File: src/rtl/sync_fifo_rd_pkg.sv
// Shared constants, FSM state encoding and output word payload for the
// FIFO-read byte packer.
package sync_fifo_rd_pkg;

   localparam int unsigned OUT_BYTES = 4;
   localparam int unsigned BYTE_W    = 8;
   localparam int unsigned WORD_W    = OUT_BYTES * BYTE_W;
   localparam int unsigned KEEP_W    = OUT_BYTES;
   localparam int unsigned CNT_W     = $clog2(OUT_BYTES + 1);
   localparam int unsigned LANE_W    = $clog2(OUT_BYTES);

   typedef enum logic [1:0] {
      RUN   = 2'd0,
      DRAIN = 2'd1,
      EMIT  = 2'd2
   } state_t;

   typedef struct packed {
      logic [WORD_W-1:0] data;
      logic [KEEP_W-1:0] keep;
      logic              last;
   } out_word_t;

   // Contiguous lane mask covering the lowest cnt lanes.
   function automatic logic [KEEP_W-1:0] keep_mask(input logic [CNT_W-1:0] cnt);
      logic [KEEP_W-1:0] m;
      m = '0;
      for (int unsigned i = 0; i < KEEP_W; i++) begin
         m[i] = (CNT_W'(i) < cnt);
      end
      return m;
   endfunction

endpackage

File: src/rtl/byte_pack_4to32.sv
// Lane register and fill counter: collects bytes into a 32-bit word and
// presents the word (including a byte arriving this cycle) for hand-off.
module byte_pack_4to32
   import sync_fifo_rd_pkg::*;
(
   input  logic              clk,
   input  logic              rst_n,
   input  logic              capture,
   input  logic [BYTE_W-1:0] byte_in,
   input  logic              take,
   output logic [CNT_W-1:0]  pack_cnt,
   output logic [WORD_W-1:0] word_c,
   output logic [KEEP_W-1:0] keep_c,
   output logic              full_c
);

   logic [OUT_BYTES-1:0][BYTE_W-1:0] lanes;
   logic [OUT_BYTES-1:0][BYTE_W-1:0] merged;
   logic [CNT_W-1:0]                 cnt_c;
   logic [LANE_W-1:0]                idx;

   assign idx   = pack_cnt[LANE_W-1:0];
   assign cnt_c = pack_cnt + CNT_W'(capture);

   // Forward the arriving byte so a completed word can leave in the same cycle.
   always_comb begin
      merged = lanes;
      if (capture) begin
         merged[idx] = byte_in;
      end
   end

   assign word_c = merged;
   assign keep_c = keep_mask(cnt_c);
   assign full_c = (cnt_c == CNT_W'(OUT_BYTES));

   // Lanes are cleared on hand-off so unused lanes of a partial word read as zero.
   always_ff @(posedge clk or negedge rst_n) begin
      if (!rst_n) begin
         lanes    <= '0;
         pack_cnt <= '0;
      end else if (take) begin
         lanes    <= '0;
         pack_cnt <= '0;
      end else if (capture) begin
         lanes[idx] <= byte_in;
         pack_cnt   <= cnt_c;
      end
   end

endmodule

File: src/rtl/sync_fifo_rd_pack32.sv
// Reads bytes from a synchronous FIFO and packs them into 32-bit words with
// a one-entry output slot; flush emits any partial word marked with m_last.
module sync_fifo_rd_pack32 #(
   parameter int unsigned OUT_BYTES = 4,
   parameter int unsigned BYTE_W    = 8
) (
   input  logic                        clk,
   input  logic                        rst_n,
   input  logic                        enable,
   input  logic                        flush,
   output logic                        rd_en,
   input  logic [BYTE_W-1:0]           rd_data,
   input  logic                        rd_empty,
   output logic                        m_valid,
   input  logic                        m_ready,
   output logic [OUT_BYTES*BYTE_W-1:0] m_data,
   output logic [OUT_BYTES-1:0]        m_keep,
   output logic                        m_last,
   output logic                        flush_done
);
   import sync_fifo_rd_pkg::*;

   state_t            state;
   state_t            next_state;
   logic              inflight;
   logic [CNT_W-1:0]  pack_cnt;
   logic [WORD_W-1:0] word_c;
   logic [KEEP_W-1:0] keep_c;
   logic              full_c;
   logic              slot_free_c;
   logic              load_full_c;
   logic              load_part_c;
   logic              take_c;
   out_word_t         slot;

   assign slot_free_c = !m_valid || m_ready;
   assign load_full_c = full_c && slot_free_c;
   assign load_part_c = (state == EMIT) && (pack_cnt != '0) && slot_free_c;
   assign take_c      = load_full_c || load_part_c;

   // At most one byte in flight; counting it keeps the lane register from overfilling.
   assign rd_en = rst_n && !rd_empty && enable && (state == RUN) &&
                  ((pack_cnt + CNT_W'(inflight)) < CNT_W'(OUT_BYTES));

   byte_pack_4to32 u_pack (
      .clk      (clk),
      .rst_n    (rst_n),
      .capture  (inflight),
      .byte_in  (rd_data),
      .take     (take_c),
      .pack_cnt (pack_cnt),
      .word_c   (word_c),
      .keep_c   (keep_c),
      .full_c   (full_c)
   );

   always_ff @(posedge clk or negedge rst_n) begin
      if (!rst_n) begin
         state    <= RUN;
         inflight <= 1'b0;
      end else begin
         state    <= next_state;
         inflight <= rd_en;
      end
   end

   // DRAIN waits for the last read to land and any full pack to reach the slot.
   always_comb begin
      next_state = state;
      flush_done = 1'b0;
      case (state)
         RUN: begin
            if (flush) begin
               next_state = DRAIN;
            end
         end
         DRAIN: begin
            if (!inflight && (pack_cnt != CNT_W'(OUT_BYTES))) begin
               next_state = EMIT;
            end
         end
         EMIT: begin
            if ((pack_cnt == '0) || slot_free_c) begin
               next_state = RUN;
               flush_done = 1'b1;
            end
         end
         default: begin
            next_state = RUN;
         end
      endcase
   end

   // Output slot holds its contents until popped.
   always_ff @(posedge clk or negedge rst_n) begin
      if (!rst_n) begin
         m_valid <= 1'b0;
         slot    <= '0;
      end else if (take_c) begin
         m_valid   <= 1'b1;
         slot.data <= word_c;
         slot.keep <= keep_c;
         slot.last <= load_part_c;
      end else if (m_ready) begin
         m_valid <= 1'b0;
      end
   end

   assign m_data = slot.data;
   assign m_keep = slot.keep;
   assign m_last = slot.last;

endmodule

File: config.mk
export PLATFORM = sky130hd
export DESIGN_NAME = sync_fifo_rd_pack32
export DESIGN_NICKNAME = d
export VERILOG_FILES = /design/src/rtl/sync_fifo_rd_pkg.sv /design/src/rtl/byte_pack_4to32.sv /design/src/rtl/sync_fifo_rd_pack32.sv
export SDC_FILE = /design/constraint.sdc
export NUM_CORES = 1
export LEC_CHECK = 0
export CORE_ASPECT_RATIO = 1.1
export CORE_MARGIN = 5
export CORE_UTILIZATION = 52
export DETAILED_ROUTE_END_ITERATION = 8
export PLACE_DENSITY = 0.79
export SLEW_MARGIN = 20
export SYNTH_ARGS = -nofsm -noshare
export SYNTH_HDL_FRONTEND = slang
export SYNTH_SLANG_ARGS = --single-unit
File: constraint.sdc
create_clock -name clk -period 2.3 [get_ports clk]
set_input_delay 0.23 -clock clk [delete_from_list [all_inputs] [get_ports clk]]
set_output_delay 0.23 -clock clk [all_outputs]
set_load 0.02 [all_outputs]
Word level (Yosys, flattened, before mapping)
Index checks and enable logic that the tools add are counted.
Widths: inputs -> output; s select.
- reductions and logical operators: 21
- $add $sub $neg: 1
- equal/unequal tests: 7
- order comparisons: 7
- muxes and demuxes: 15
- operator list (operator ; number):
    $mux 32 ; 2
    $bwmux 32 ; 1
    $demux 8 s2 ; 1
    $logic_and 1x1->1 ; 9
    $mux 8 ; 1
    $lt 1x3->1 const A ; 2
    $lt 2x3->1 const A ; 2
    $mux 2 ; 3
    $mux 3 ; 2
    $pmux 2 s3 ; 1
    $mux 1 ; 4
    $ne 2x2->1 const B ; 2
    $reduce_bool 2->1 ; 2
    $add 3x1->3 ; 1
    $eq 3x3->1 const B ; 1
    $logic_not 1->1 ; 3
    $logic_not 3->1 ; 1
    $logic_or 1x1->1 ; 3
    $lt 2x3->1 const B ; 1
    $lt 3x3->1 const B ; 1
    $ne 3x3->1 const B ; 1
    $reduce_and 3->1 ; 1
    $reduce_bool 3->1 ; 1
    $eq 2x1->1 const B ; 1
    other kinds (4) ; 4
- logic and storage cells: 62
- bits in registers: 76
- output and inout bits: 40
- bits of input ports: 14

Depth between registers and ports, before layout
Gate-level depths: netlist (run 1).
- word-level depth: 7
- mapped depth: 8
- mapped depth without buffers: 6

Modules after synthesis
From an unflattened synthesis (run 1), not the netlist that was laid out.
- cell total of the unflattened synthesis: 275
- area, all modules: 3663.5 µm²
- by module, submodules not included (module ; times used ; cells an instance ; sequential area each (µm²) ; area each (µm²)):
    byte_pack_4to32 ; 1 ; 172 ; 875.8 ; 2035.7
    sync_fifo_rd_pack32 ; 1 ; 103 ; 1026.0 ; 1627.8

Least setup slack after synthesis (run 1)
Ideal clock, no wire load.
- path type: reg-to-reg
- start: register inflight
- end: register slot (netlist bit m_keep[3])
- period minus slack after synthesis: 1858 ps
- path buffers: 2
- slack: 442 ps
- setup time: 131 ps
- arrival: 1727 ps
- required time: 2169 ps
- cell stages (with the launch flop): 9
- cells stage by stage: dfrtp_1 -> ha_1 -> ha_1 -> xnor2_2 -> nor4_2 -> or2_1 -> buf_2 -> buf_6 -> a2bb2oi_2
- cells in the longest elaborated chain, start to end: 4
- elaborated cells between the ends (all ways): 5
- classes of those cells: 1 x add/sub; 1 x order compare; 1 x eq/ne; 2 x reduce/logical
- ends and longest elaborated chain (element ; RTL line ; RTL):
    from (decl) ; sync_fifo_rd_pack32.sv:25 ; logic inflight;
    from (signal assigned) ; sync_fifo_rd_pack32.sv:63 ; inflight <= rd_en;
    $add 3x1->3 * ; byte_pack_4to32.sv:23 ; assign cnt_c = pack_cnt + CNT_W'(capture);
    parallel branches: the longest is 3 deep, another holds $lt 2x3->1 ; - ;
    to (decl) ; sync_fifo_rd_pack32.sv:34 ; out_word_t slot;
Mark *: on every way between the ends.
A chain may end at the register's enable or synchronous reset.

Worst setup path in the final report (run 1)
- start: register inflight
- end: register slot (netlist bit m_data[17])
- cells in the longest elaborated chain, start to end: 4
- elaborated cells between the ends (all ways): 5
- classes of those cells: 1 x add/sub; 1 x eq/ne; 1 x mux; 2 x reduce/logical
- ends and longest elaborated chain (element ; RTL line ; RTL):
    $add 3x1->3 ; byte_pack_4to32.sv:23 ;
    $eq 3x3->1 ; byte_pack_4to32.sv:35 ; assign full_c = (cnt_c == CNT_W'(OUT_BYTES));
    $logic_and 1x1->1 ; sync_fifo_rd_pack32.sv:37 ; assign load_full_c = full_c && slot_free_c;
    $logic_or 1x1->1 ; sync_fifo_rd_pack32.sv:39 ; assign take_c = load_full_c || load_part_c;
Parallel ways exist; a longest one is shown, timed or not.

==> flow_metrics.env, run 1 <==
export IMPL_worst_path_max_fanout=19
export IMPL_async_reset_ff_share_pct=100
export IMPL_clock_sinks=76
export IMPL_first_global_vias=2300
export IMPL_fin_ws_ns=0.155
export IMPL_gp_congestion=0.847
export IMPL_path_cells="ha_1 > ha_1 > xnor2_2 > buf_4 > nor4_4 > or2_2 > buf_4 > a21oi_1"
export IMPL_relSlewSlack_pct=38.4
export IMPL_postCtsHoldBufs=0
export IMPL_die_y_um=90.9
export IMPL_reg2reg_depth=8
export IMPL_skew_ns=0.0122
export IMPL_synth_most_common_cell="dfrtp_1"
export IMPL_setup_violations=0
export IMPL_area_delta_synth_final_pct=24.5
export IMPL_path_class="reg2reg"
export IMPL_synth_xor_area_share_pct=0.525
export IMPL_critical_path_slowest_cell="dfrtp_1"
export IMPL_drt_first_pass_iters=4
export IMPL_synth_cells=271
export IMPL_yosysWarnings=0
export IMPL_hold_class="in2async"
export IMPL_core_area_mm2=0.00577
export IMPL_post_route_min_period_ns=2.15
export IMPL_yosys_area_share_simple_pct=13.9
export IMPL_drive_gt1_share_pct=9.17
export IMPL_place_hpwl_um=4540
export IMPL_maxCapViolCount=0
export IMPL_die_w_um=83.6
export IMPL_required_ns=2.50
export IMPL_ys_types=30
export IMPL_vias_per_cell=5.44
export IMPL_avgRoutedWirePerCell_um=16.5
export IMPL_root_buffer="clkbuf_8"
export IMPL_yosysTopAreaCell="dfrtp_1"
export IMPL_pre_cts_ws_ns=0.173
export IMPL_n_antenna_cell=0
export IMPL_post_route_period_util_pct=93.3
export IMPL_tritoncts="yes"
export IMPL_vdd_ir_drop_max_v=0.000735
export IMPL_grt_max_degree=77
export IMPL_clock_path_buffers=2
export IMPL_tns_ns=0
export IMPL_drtIter0Drc=114
export IMPL_drc=0
export IMPL_fmax_ghz=0.466
export IMPL_synthTopCellsByArea="dfrtp_1, mux2i_1, nor3_1, a21oi_1, nor2_1"
export IMPL_hold_viol_final=0
export IMPL_worstMarginPinSlew_ns=0.925
export IMPL_syn_num_nets=287
export IMPL_htree_num_levels=3
export IMPL_grt_remaining_overflow=0
export IMPL_syn_area_mm2=0.00310
export IMPL_startpoint_type="flop"
export IMPL_nets=341
export IMPL_initial_core_util_pct=53.7
export IMPL_synth_edf_count=0
export IMPL_grt_first_pass_wirelength_um=11200
export IMPL_synth_ff_type="dfrtp_1"
export IMPL_finish_utilization_pct=66.8
export IMPL_arrival_ns=2.35
export IMPL_rsz0062_at_grt="false"
export IMPL_drt_wl_total_um=6660
export IMPL_cellLeakagePower_uw=0.00189
export IMPL_antenna_found_initial=0
export IMPL_clk_latency_ns=0.33
export IMPL_synth_compound_area_share_pct=7.96
export IMPL_max_stage_delay_ns=0.38
export IMPL_row_count=29
export IMPL_synth_mux_area_share_pct=11.0
export IMPL_synth_commonest_cells="dfrtp_1, nor2_1, nor3_1, a21oi_1, mux2i_1"
export IMPL_syn_area_per_cell_um2=11.4
export IMPL_antenna_left=0
export IMPL_report_final_slew_viol_count=0
export IMPL_synth_top_family_by_area="simple AND/OR/NAND/NOR gates"
export IMPL_grt_usage_pct=18.6
export IMPL_cts_buffers=9
export IMPL_clk_pin_slew_ns=0.07
export IMPL_synth_adder_area_share_pct=0.808
export IMPL_synth_top_area_share_pct=61.4
export IMPL_io_pins=54
export IMPL_holdWs_ns=0.133
export IMPL_port_buffers=53
export IMPL_pwr_density_cell_mw_per_mm2=1280
export IMPL_outcome="complete, no violations"
export IMPL_dieArea_mm2=0.00760
export IMPL_cts_setup_buffers=0
export IMPL_crit_path_end_kind="flop"
export IMPL_seq_area_frac_synth_pct=61.4
export IMPL_synth_seq_cells=76
export IMPL_vias=2196
## registers in the layout (all words and copies together), names as in the netlist
name             count
inflight             1
m_data              32
state                2
m_valid              1
m_last               1
u_pack.lanes        32
u_pack.pack_cnt      3
m_keep               4
## through the flow
step / cells / area (um2) / power [uW]
2_1_floorplan: 271 / 3100 / 3220
3_3_place_gp: 391 / 3710 / 4110
3_5_place_dp: 391 / 3710 / 4180
4_1_cts: 404 / 3850 / 4980
5_1_grt: 404 / 3850 / 5230
6_report: 404 / 3850 / 4920
## per-layer routing
layer	track usage [%]	part of all wire [%]	vias to the layer above	routed length, um
li1	-	-	1040	-
met1	23.4	44	1107	2910
met2	32.0	52	45	3440
met3	4.29	3.9	4	260
met4	5.63	0.77	0	51
met5	0	0	-	0
## area by class of cell
type | count | area, um2
Clock inverter | 3 | 17.5
Tap cell | 77 | 96.3
Clock buffer | 10 | 128
Multi-Input combinational cell | 170 | 1070
Inverter | 4 | 15.0
Fill cell | 470 | 1920
Sequential cell | 76 | 1900
Timing Repair Buffer | 64 | 622
## cell families (layout without fill, tap and decap cells)
kind of cell | Yosys count | in the layout
muxes | 34 | 34
and+or+nand+nor | 89 | 89
AOI/OAI and AO/OA | 44 | 44
buffers and inverters | 25 | 81
xor gates and xnor gates | 1 | 1
DFF | 76 | 76
adders and majority gates | 2 | 2
## final timing paths
| check | startpoint | endpoint | slack, ns |
|---|---|---|---|
| max | inflight | m_data[17] | 0.15 |
| min | rst_n | m_valid | 0.13 |
| max reg2reg | inflight | m_data[17] | 0.15 |
| min reg2reg | state[1] | state[0] | 0.49 |
| max in group asynchronous | rst_n | u_pack.lanes[16] | 1.57 |
| min in group clk | rst_n | inflight | 0.37 |
## cells in the final DEF (no fill, tap or decap)
cell / count
and3_1: 1
dlygate4sd2_1: 1
nor2_1: 38
xnor2_2: 1
or3_1: 2
nand2_1: 1
ha_1: 2
dfrtp_1: 76
a32o_1: 1
inv_1: 4
a21oi_1: 34
nand2b_1: 1
clkdlybuf4s50_1: 50
buf_12: 1
nor3_2: 1
dlymetal6s2s_1: 1
nand3b_1: 2
nand3_1: 2
nor4_4: 1
nor3_4: 1
clkbuf_1: 1
o21ai_0: 2
a31oi_1: 3
a2bb2oi_2: 1
clkinv_2: 2
nor3_1: 36
clkbuf_8: 9
o21bai_1: 1
nor4b_1: 1
clkinvlp_4: 1
or2_2: 1
mux2i_1: 34
buf_2: 1
nor2b_1: 1
a211oi_1: 2
buf_4: 10
## power by group
part,switching (uW),total [uW],internal [uW]
clock,428,798,370
combinational,1060,2030,970
sequential,261,2090,1830
## repair_timing
item,4_1_cts,5_1_grt
pin swaps,0,0
gates cloned,0,0
gates resized for setup,1,1
setup endpoints to repair,1,1
## worst max-delay path: cells and delay by family (launching register included)
family	cells	cell delay (ns)
fa+ha+maj	2	0.44
compound gates	1	0.11
flops	1	0.38
buf+inv	2	0.41
xor+xnor	1	0.16
simple gates	2	0.51
Power figures use the tool's default switching activity.
==> run 2, diff against run 1 <==
--- a/config.mk
+++ b/config.mk
@@ -5,11 +5,12 @@
 export SDC_FILE = /design/constraint.sdc
 export NUM_CORES = 1
 export LEC_CHECK = 0
+export CELL_PAD_IN_SITES_DETAIL_PLACEMENT = 1
+export CELL_PAD_IN_SITES_GLOBAL_PLACEMENT = 2
 export CORE_ASPECT_RATIO = 1.1
-export CORE_MARGIN = 5
-export CORE_UTILIZATION = 52
+export CORE_UTILIZATION = 34
 export DETAILED_ROUTE_END_ITERATION = 8
-export PLACE_DENSITY = 0.79
+export PLACE_DENSITY_LB_ADDON = 0.1
 export SLEW_MARGIN = 20
 export SYNTH_ARGS = -nofsm -noshare
 export SYNTH_HDL_FRONTEND = slang
==> flow_metrics.env, run 2 (synthesis results as in run 1) <==
export IMPL_outcome="complete, no violations"
export IMPL_grt_first_pass_wirelength_um=12300
export IMPL_htree_num_levels=3
export IMPL_report_final_slew_viol_count=0
export IMPL_cts_setup_buffers=0
export IMPL_fmax_ghz=0.460
export IMPL_first_global_vias=2291
export IMPL_area_delta_synth_final_pct=27.6
export IMPL_drc=0
export IMPL_finish_utilization_pct=44.7
export IMPL_initial_core_util_pct=35.1
export IMPL_nets=340
export IMPL_grt_max_degree=77
export IMPL_path_cells="ha_1 > ha_1 > xnor2_2 > and3_1 > dlygate4sd2_1"
export IMPL_required_ns=2.07
export IMPL_grt_usage_pct=17.4
export IMPL_place_hpwl_um=4540
export IMPL_cts_buffers=9
export IMPL_critical_path_slowest_cell="dfrtp_1"
export IMPL_die_w_um=93.0
export IMPL_rsz0062_at_grt="false"
export IMPL_drtIter0Drc=102
export IMPL_path_class="reg2out"
export IMPL_pre_cts_ws_ns=0.183
export IMPL_clock_path_buffers=2
export IMPL_postCtsHoldBufs=0
export IMPL_n_antenna_cell=0
export IMPL_drive_gt1_share_pct=9.73
export IMPL_tritoncts="yes"
export IMPL_crit_family="adder cells"
export IMPL_avgRoutedWirePerCell_um=16.8
export IMPL_met2_usage_pct=27.7
export IMPL_worst_path_max_fanout=3
export IMPL_grt_remaining_overflow=0
export IMPL_maxCapViolCount=0
export IMPL_worstMarginPinSlew_ns=0.708
export IMPL_gr_usage_met3_pct=4.54
export IMPL_io_pins=54
export IMPL_clock_sinks=76
export IMPL_top_usage_layer="met2"
export IMPL_setup_violations=0
export IMPL_arrival_ns=1.95
export IMPL_fin_ws_ns=0.124
export IMPL_max_stage_delay_ns=0.40
export IMPL_post_route_period_util_pct=94.6
export IMPL_mostFrequentLayoutCell="dfrtp_1"
export IMPL_hold_viol_final=0
export IMPL_startpoint_type="flop"
export IMPL_core_area_mm2=0.00883
export IMPL_cp_num_buf_inv=1
export IMPL_gp_congestion=0.715
export IMPL_relSlewSlack_pct=52.8
export IMPL_crit_path_end_kind="output pin"
export IMPL_vias=2220
export IMPL_root_buffer="clkbuf_8"
export IMPL_hold_class="in2async"
export IMPL_crit_top_cell="ha_1"
export IMPL_pwr_density_cell_mw_per_mm2=1300
export IMPL_post_route_min_period_ns=2.18
export IMPL_port_buffers=53
export IMPL_dieArea_mm2=0.00949
export IMPL_vdd_ir_drop_max_v=0.000504
export IMPL_row_count=36
export IMPL_cellLeakagePower_uw=0.00190
export IMPL_drt_wl_total_um=7450
export IMPL_clk_latency_ns=0.35
export IMPL_drt_first_pass_iters=3
export IMPL_die_y_um=102
export IMPL_met1_usage_pct=23.1
export IMPL_antenna_found_initial=0
export IMPL_tns_ns=0
export IMPL_clk_pin_slew_ns=0.08
export IMPL_final_cell_mix="dfrtp_1, clkdlybuf4s50_1, nor2_1"
export IMPL_skew_ns=0.00695
export IMPL_antenna_left=0
export IMPL_vias_per_cell=5.01
[run 2: cell count changes in the layout (fill, tap and decap cells not counted)]
cell,delta
buf_2,-1
buf_4,-1
buf_6,+1
bufinv_16,+1
clkinv_2,-2
clkinv_4,+1
clkinvlp_4,+1
dlygate4sd2_1,+1
dlymetal6s2s_1,-1
inv_6,+2
[run 2: area by class of cell]
class                   instances  area (um2)
fillers                       973        4880
flip-flops and latches         76        1900
multi-input cells             170        1070
repair buffers                 63         617
well taps                     114         143
clock buffers                  10         128
clock inverters                 6        71.3
inverters                       4        15.0
[run 2: worst paths after layout]
| path | depth (start not counted) | to | from | slack [ns] |
|---|---|---|---|---|
| hold reg to reg | 1 | state[0] | state[1] | 0.49 |
| setup / recovery | 5 | rd_en | inflight | 0.12 |
| setup reg to reg | 6 | m_data[17] | inflight | 0.25 |
| max in group asynchronous | 2 | m_data[27] | rst_n | 1.79 |
| min in group clk | 3 | inflight | rst_n | 0.36 |
| hold / removal | 2 | m_keep[2] | rst_n | 0.02 |
[run 2: routing by layer]
layer | vias up | wire, um
met1 | 1126 | 3460
met5 | - | 0
met4 | 0 | 85
met3 | 8 | 305
met2 | 40 | 3600
li1 | 1046 | -
[run 2: where the power goes]
group | switching [uW] | internal (uW) | total, uW | leakage, uW
registers | 248 | 1830 | 2080 | 0.000957
logic | 1060 | 964 | 2020 | 0.000849
clock network | 529 | 511 | 1040 | 0.0000935
[run 2: through the flow]
stage          std cells  hold WS [ns]  instance area (um2)  total power [uW]
2_1_floorplan        271       -0.0656                 3100              3220
3_3_place_gp         427         0.480                 3750              4130
3_5_place_dp         427         0.483                 3750              4160
4_1_cts              443         0.178                 3950              5230
5_1_grt              443        0.0688                 3950              5490
6_report             443        0.0217                 3950              5140
[run 2: timing repair]
item | in CTS | in global routing
cloned | 0 | 0
pin swaps | 0 | 1
setup endpoints to repair | 2 | 1
resized for setup | 2 | 0
